## config.mk

```make
export PLATFORM = sky130hd
export DESIGN_NAME = uart_rx_deserializer
export DESIGN_NICKNAME = d
export VERILOG_FILES = /design/src/rtl/uart_rx_deserializer.sv
export SDC_FILE = /design/constraint.sdc
export NUM_CORES = 1
export LEC_CHECK = 0
export BUFFER_PORTS_ARGS = -buffer_cell sky130_fd_sc_hd__clkbuf_2
export CAP_MARGIN = 20
export CORE_MARGIN = 5
export CORE_UTILIZATION = 50
export DETAILED_ROUTE_END_ITERATION = 6
export GPL_ROUTABILITY_DRIVEN = 0
export PLACE_DENSITY = 0.72
export SYNTH_ARGS = -nofsm -noshare
export SYNTH_HDL_FRONTEND = slang
export SYNTH_SLANG_ARGS = --single-unit
```

## constraint.sdc

```tcl
create_clock -name CLK -period 2.5 [get_ports CLK]
set_clock_uncertainty 0.1 [all_clocks]
set_input_delay 0.5 -clock CLK [delete_from_list [all_inputs] [get_ports CLK]]
set_output_delay 0.5 -clock CLK [all_outputs]
set_load 0.02 [all_outputs]
```

## src/rtl/uart_rx_deserializer.sv

```systemverilog
// Oversampled UART receiver: 2-of-3 majority sampling per bit, optional parity,
// and registered one-cycle DATA_VALID / PAR_ERR / STP_ERR strobes at frame end.
module uart_rx_deserializer #(
    parameter int DATA_WIDTH = 8,
    parameter int PRESCALE_W = 6
) (
    input  logic                  CLK,
    input  logic                  RST_N,
    input  logic                  RX_IN,
    input  logic [PRESCALE_W-1:0] PRESCALE,
    input  logic                  PAR_EN,
    input  logic                  PAR_TYP,
    output logic [DATA_WIDTH-1:0] P_DATA,
    output logic                  DATA_VALID,
    output logic                  PAR_ERR,
    output logic                  STP_ERR,
    output logic [2:0]            dbg_state
);

    localparam int BIT_W = $clog2(DATA_WIDTH + 3);
    localparam logic [PRESCALE_W-1:0] ONE = PRESCALE_W'(1);
    localparam logic [PRESCALE_W-1:0] TWO = PRESCALE_W'(2);
    localparam logic [BIT_W-1:0] LAST_DATA_BIT = BIT_W'(DATA_WIDTH);

    typedef enum logic [2:0] {
        S_IDLE   = 3'd0,
        S_START  = 3'd1,
        S_DATA   = 3'd2,
        S_PARITY = 3'd3,
        S_STOP   = 3'd4
    } state_e;

    state_e                state_q,      state_d;
    logic [PRESCALE_W-1:0] edge_cnt_q,   edge_cnt_d;
    logic [BIT_W-1:0]      bit_cnt_q,    bit_cnt_d;
    logic [PRESCALE_W-1:0] prescale_q,   prescale_d;
    logic                  par_en_q,     par_en_d;
    logic                  par_typ_q,    par_typ_d;
    logic [2:0]            sample_q,     sample_d;
    logic                  bit_q,        bit_d;
    logic                  par_bad_q,    par_bad_d;
    logic [DATA_WIDTH-1:0] shift_q,      shift_d;
    logic [DATA_WIDTH-1:0] p_data_q,     p_data_d;
    logic                  data_valid_q, data_valid_d;
    logic                  par_err_q,    par_err_d;
    logic                  stp_err_q,    stp_err_d;

    logic [PRESCALE_W-1:0] half;
    logic                  sample_point;
    logic                  decide_point;
    logic                  bit_end;
    logic                  majority;

    // Timing within a bit is derived from the PRESCALE latched at start detection.
    assign half         = prescale_q >> 1;
    assign sample_point = (edge_cnt_q == half - ONE) || (edge_cnt_q == half) ||
                          (edge_cnt_q == half + ONE);
    assign decide_point = (edge_cnt_q == half + TWO);
    assign bit_end      = (edge_cnt_q == prescale_q - ONE);
    assign majority     = (sample_q[0] & sample_q[1]) | (sample_q[0] & sample_q[2]) |
                          (sample_q[1] & sample_q[2]);

    always_comb begin
        state_d      = state_q;
        edge_cnt_d   = edge_cnt_q;
        bit_cnt_d    = bit_cnt_q;
        prescale_d   = prescale_q;
        par_en_d     = par_en_q;
        par_typ_d    = par_typ_q;
        sample_d     = sample_q;
        bit_d        = bit_q;
        par_bad_d    = par_bad_q;
        shift_d      = shift_q;
        p_data_d     = p_data_q;
        data_valid_d = 1'b0;
        par_err_d    = 1'b0;
        stp_err_d    = 1'b0;

        if (state_q == S_IDLE) begin
            edge_cnt_d = '0;
            bit_cnt_d  = '0;
            // The detecting cycle is edge 0 of the start bit, so the count resumes at 1.
            if (!RX_IN) begin
                state_d    = S_START;
                edge_cnt_d = ONE;
                prescale_d = PRESCALE;
                par_en_d   = PAR_EN;
                par_typ_d  = PAR_TYP;
                par_bad_d  = 1'b0;
            end
        end else begin
            edge_cnt_d = bit_end ? '0 : edge_cnt_q + ONE;
            if (bit_end) begin
                bit_cnt_d = bit_cnt_q + BIT_W'(1);
            end
            if (sample_point) begin
                sample_d = {sample_q[1:0], RX_IN};
            end
            if (decide_point) begin
                bit_d = majority;
            end

            case (state_q)
                S_START: begin
                    if (decide_point && majority) begin
                        state_d    = S_IDLE;
                        edge_cnt_d = '0;
                        bit_cnt_d  = '0;
                    end else if (bit_end) begin
                        state_d = S_DATA;
                    end
                end
                S_DATA: begin
                    if (decide_point) begin
                        shift_d = {majority, shift_q[DATA_WIDTH-1:1]};
                    end
                    if (bit_end && (bit_cnt_q == LAST_DATA_BIT)) begin
                        state_d = par_en_q ? S_PARITY : S_STOP;
                    end
                end
                S_PARITY: begin
                    if (decide_point) begin
                        par_bad_d = majority ^ (^shift_q) ^ par_typ_q;
                    end
                    if (bit_end) begin
                        state_d = S_STOP;
                    end
                end
                S_STOP: begin
                    // Returning to IDLE lets a start bit on the very next cycle be caught.
                    if (bit_end) begin
                        state_d   = S_IDLE;
                        bit_cnt_d = '0;
                        stp_err_d = ~bit_q;
                        par_err_d = par_en_q & par_bad_q;
                        if (bit_q && !(par_en_q && par_bad_q)) begin
                            p_data_d     = shift_q;
                            data_valid_d = 1'b1;
                        end
                    end
                end
                default: begin
                    state_d = S_IDLE;
                end
            endcase
        end
    end

    always_ff @(posedge CLK or negedge RST_N) begin
        if (!RST_N) begin
            state_q      <= S_IDLE;
            edge_cnt_q   <= '0;
            bit_cnt_q    <= '0;
            prescale_q   <= '0;
            par_en_q     <= 1'b0;
            par_typ_q    <= 1'b0;
            sample_q     <= '0;
            bit_q        <= 1'b0;
            par_bad_q    <= 1'b0;
            shift_q      <= '0;
            p_data_q     <= '0;
            data_valid_q <= 1'b0;
            par_err_q    <= 1'b0;
            stp_err_q    <= 1'b0;
        end else begin
            state_q      <= state_d;
            edge_cnt_q   <= edge_cnt_d;
            bit_cnt_q    <= bit_cnt_d;
            prescale_q   <= prescale_d;
            par_en_q     <= par_en_d;
            par_typ_q    <= par_typ_d;
            sample_q     <= sample_d;
            bit_q        <= bit_d;
            par_bad_q    <= par_bad_d;
            shift_q      <= shift_d;
            p_data_q     <= p_data_d;
            data_valid_q <= data_valid_d;
            par_err_q    <= par_err_d;
            stp_err_q    <= stp_err_d;
        end
    end

    assign P_DATA     = p_data_q;
    assign DATA_VALID = data_valid_q;
    assign PAR_ERR    = par_err_q;
    assign STP_ERR    = stp_err_q;
    assign dbg_state  = state_q;

endmodule
```

==> flow_metrics.py <==
metrics = {
    "synthesis": {
        "syn_inst": 256,
        "synth.avg_cell_area_um2": 10.0,
        "synth_nets": 278,
        "synth_top_flop_cell": "dfrtp_1",
        "ys_seq_area_share_pct": 43.8,
        "yosysUniqueCellTypes": 42,
        "ys_top_cells_by_area": "dfrtp_1 (44%), xnor2_1 (8.5%), mux2_2 (8.3%), ha_1 (5.4%), nand2_1 (4.5%)",
        "ys_ff_latch": 45,
        "synthSimpleGateAreaFrac_pct": 16.8,
        "yosysMostFrequentCell": "dfrtp_1",
        "synth-edff-count": 0,
        "ys_async_sr_fraction_pct": 100,
        "synth_top_area_share_pct": 43.8,
        "yosys_warnings": 0,
        "yosysTopAreaCell": "dfrtp_1",
        "synth_top_family_by_area": "simple AND/OR/NAND/NOR gates",
        "synth_fa_ha_area_share_pct": 5.74,
        "synthXorXnorAreaFrac_pct": 12.2,
        "synthMuxAreaShare_pct": 8.32,
        "synth_compound_area_share_pct": 9.49,
        "syn-cell-area_mm2": 0.00257,
        "synth_common_cells": "dfrtp_1 (45), nand2_1 (31), xnor2_1 (25), mux2_2 (19), o21ai_0 (14)",
    },
    "pwr": {
        "swShare_pct": 42.6,
        "clockPowerShare_pct": 13.8,
        "intPower_mw": 1.93,
        "switchingPower_mw": 1.43,
        "power_frac_comb_pct": 53.5,
        "p_leak_nw": 1.37,
        "power_frac_seq_pct": 32.7,
        "ir_worst_vdd_mv": 0.761,
        "power_density_mw_per_mm2": 1120,
    },
    "global_routing": {
        "grt.met2_usage_pct": 27.7,
        "gr-usage-met1_pct": 23.9,
        "grt_pass1_wl_mm": 9.00,
        "first_global_vias": 1899,
        "antenna_found_initial": 0,
        "grtUsageTotal_pct": 17.5,
        "grt-busiest-layer": "met2",
        "grt_use_met3_pct": 3.95,
        "grt.overflow.total": 0,
        "grt_max_degree": 46,
    },
    "timing": {
        "drv_slew": 0,
        "setup_viol": 0,
        "min_period_ps": 2410,
        "hold_violations": 0,
        "fin_hold_ws_ps": 165,
        "tightestPinTransition_ps": 559,
        "min_period_over_period_pct": 96.2,
        "timing.fmax_ghz": 0.416,
        "timing.slew.headroom_pct": 62.7,
        "rsz0062_at_grt": "no",
    },
    "setup_path": {
        "startpoint": "prescale_q[2]$_DFFE_PN0P_",
        "reg2reg_slack_ps": 90,
        "critPathLaunchType": "flip-flop",
        "crit_path_end_kind": "flip-flop",
        "worstPathRequired_ps": 2600,
        "rr_endpoint": "edge_cnt_q[0]$_DFF_PN0_",
        "worst_ep_arrival_time_ps": 2510,
        "rr_worst_depth": 8,
        "cp_max_fo": 6,
        "crit_end": "edge_cnt_q[0]$_DFF_PN0_",
        "crit-reg2reg-launch": "prescale_q[2]$_DFFE_PN0P_",
        "timing_worst_setup_path_type": "reg2reg",
    },
    "run_status": {
        "status": "completed",
    },
    "clock_tree": {
        "clk_latency_ps": 300,
        "cts_resized": 1,
        "cts_sinks": 45,
        "cts_tree": "built",
        "cts_buffers": 5,
        "cts_setup_buffers": 0,
        "cts_buffer_depth": 2,
        "path_clk_slew_ps": 90,
        "holdBufCountCts": 0,
        "h-tree-depth": 2,
        "cts-root-buf": "clkbuf_8",
    },
    "drt": {
        "drt_first_pass_iters": 4,
        "ant_nets": 0,
        "dr.first_iter.drc_count": 115,
        "vias_per_cell": 5.18,
        "drc": 0,
        "wl_mm": 5.15,
        "vias": 1889,
        "wire_per_inst_um": 14.1,
    },
    "floorplan": {
        "fp.dieW_um": 81.7,
        "core_mm2": 0.00504,
        "start_util_pct": 51.0,
        "placementRows": 26,
        "dieArea_mm2": 0.00668,
        "ioPinCount": 25,
        "die_h_um": 81.7,
    },
    "run": {
        "cap_violations": 0,
    },
    "final_layout": {
        "area.growth.synth_to_final_pct": 16.6,
        "fin_area_mm2": 0.00300,
        "layout.cells.non_filler": 365,
        "num-nets-final": 316,
        "final_util_pct": 59.5,
        "drive_above_1_share_pct": 27.5,
        "antenna_cells": 0,
    },
    "placed_design": {
        "place_inst": 357,
        "port_buffers": 24,
        "dp_hpwl_mm": 3.86,
        "placed_cell_area_mm2": 0.00289,
    },
    "hold_path": {
        "hold_class": "in2async",
    },
}
worst max-delay path, stage by stage, from the launching register on:
cell and delay [ps]:
dfrtp_1 410, ha_1 240, and2_1 180, a211oi_1 290
o31ai_2 130, buf_4 160, a31o_2 230, nand2b_1 280
o21ai_0 280
registers in the layout, summed over array words and instances (netlist names):
register,cells
P_DATA,8
prescale_q,6
bit_q,1
bit_cnt_q,4
DATA_VALID,1
par_bad_q,1
sample_q,3
shift_q,8
edge_cnt_q,6
par_typ_q,1
dbg_state,3
STP_ERR,1
par_en_q,1
PAR_ERR,1
cells in the final DEF (no fill, tap or decap), types with 2 or more instances in the layout:
cell,synthesis,final
a21boi_0,2,2
inv_1,13,11
buf_12,0,2
mux2_2,19,19
o211ai_1,2,2
nor4_1,4,3
buf_4,0,15
nand3_1,9,9
nand3b_1,2,2
nor2_2,2,2
nand4_1,2,2
dfrtp_1,45,45
ha_1,11,11
xnor2_1,25,25
nor3b_1,2,2
nor3_1,5,3
nand2_1,31,31
inv_2,0,2
xor2_1,9,9
clkbuf_2,0,24
nor2b_1,3,3
nor3_2,0,2
and2_1,3,3
a211oi_1,2,2
nand2b_1,4,4
o31ai_1,4,3
a21oi_1,5,5
nor2_1,12,12
o21ai_0,14,14
clkbuf_8,0,5
through the flow:
| stage | worst slack, ps | total power [mW] | setup TNS [ps] |
|---|---|---|---|
| floorplan | 23.2 | 2.39 | 0 |
| global placement | 54.6 | 2.81 | 0 |
| detailed placement | -11.4 | 2.87 | -24.7 |
| CTS | 93.1 | 3.36 | 0 |
| global route | 1.72 | 3.66 | 0 |
| finish | 93.9 | 3.36 | 0 |
how the worst min path moves through the flow:
stage          depth (start not counted)                   endpoint  slack [ps]              start
2_1_floorplan                          0       DATA_VALID$_DFF_PN0_         100              RST_N
3_3_place_gp                           1          STP_ERR$_DFF_PN0_         350  bit_q$_DFFE_PN0P_
3_5_place_dp                           1          STP_ERR$_DFF_PN0_         360  bit_q$_DFFE_PN0P_
4_1_cts                                2          STP_ERR$_DFF_PN0_         190              RST_N
5_1_grt                                2  prescale_q[1]$_DFFE_PN0P_         220              RST_N
6_report                               2     bit_cnt_q[3]$_DFF_PN0_         170              RST_N
layout make-up:
type                       instances  area [µm²]
clock buffer                       5        68.8
clock inverter                     3        21.3
fill                             437        2040
inverter                          13        48.8
multi-input combinational        188        1370
sequential                        45        1130
tap                               70        87.6
timing repair buffer              41         273
layer usage:
metal  vias to the layer above  wire length (µm)
met5                         -                 0
met4                         0                72
met3                         8               198
met2                        37              2470
met1                       894              2410
li1                        950                 -
power by group through the flow:
stage	combinational [mW]	clock (mW)	sequential [mW]
6_report	1.80	0.465	1.10
5_1_grt	2.02	0.517	1.13
4_1_cts	1.78	0.487	1.10
3_5_place_dp	1.76	0	1.11
3_3_place_gp	1.71	0	1.11
2_1_floorplan	1.34	0	1.05
cells by family after synthesis:
| family | count (synthesis) |
|---|---|
| simple gates | 84 |
| flops | 45 |
| compound gates | 38 |
| xor+xnor | 35 |
| buf+inv | 23 |
| mux | 19 |
| fa+ha+maj | 12 |
(Power assumes the default switching activity.)
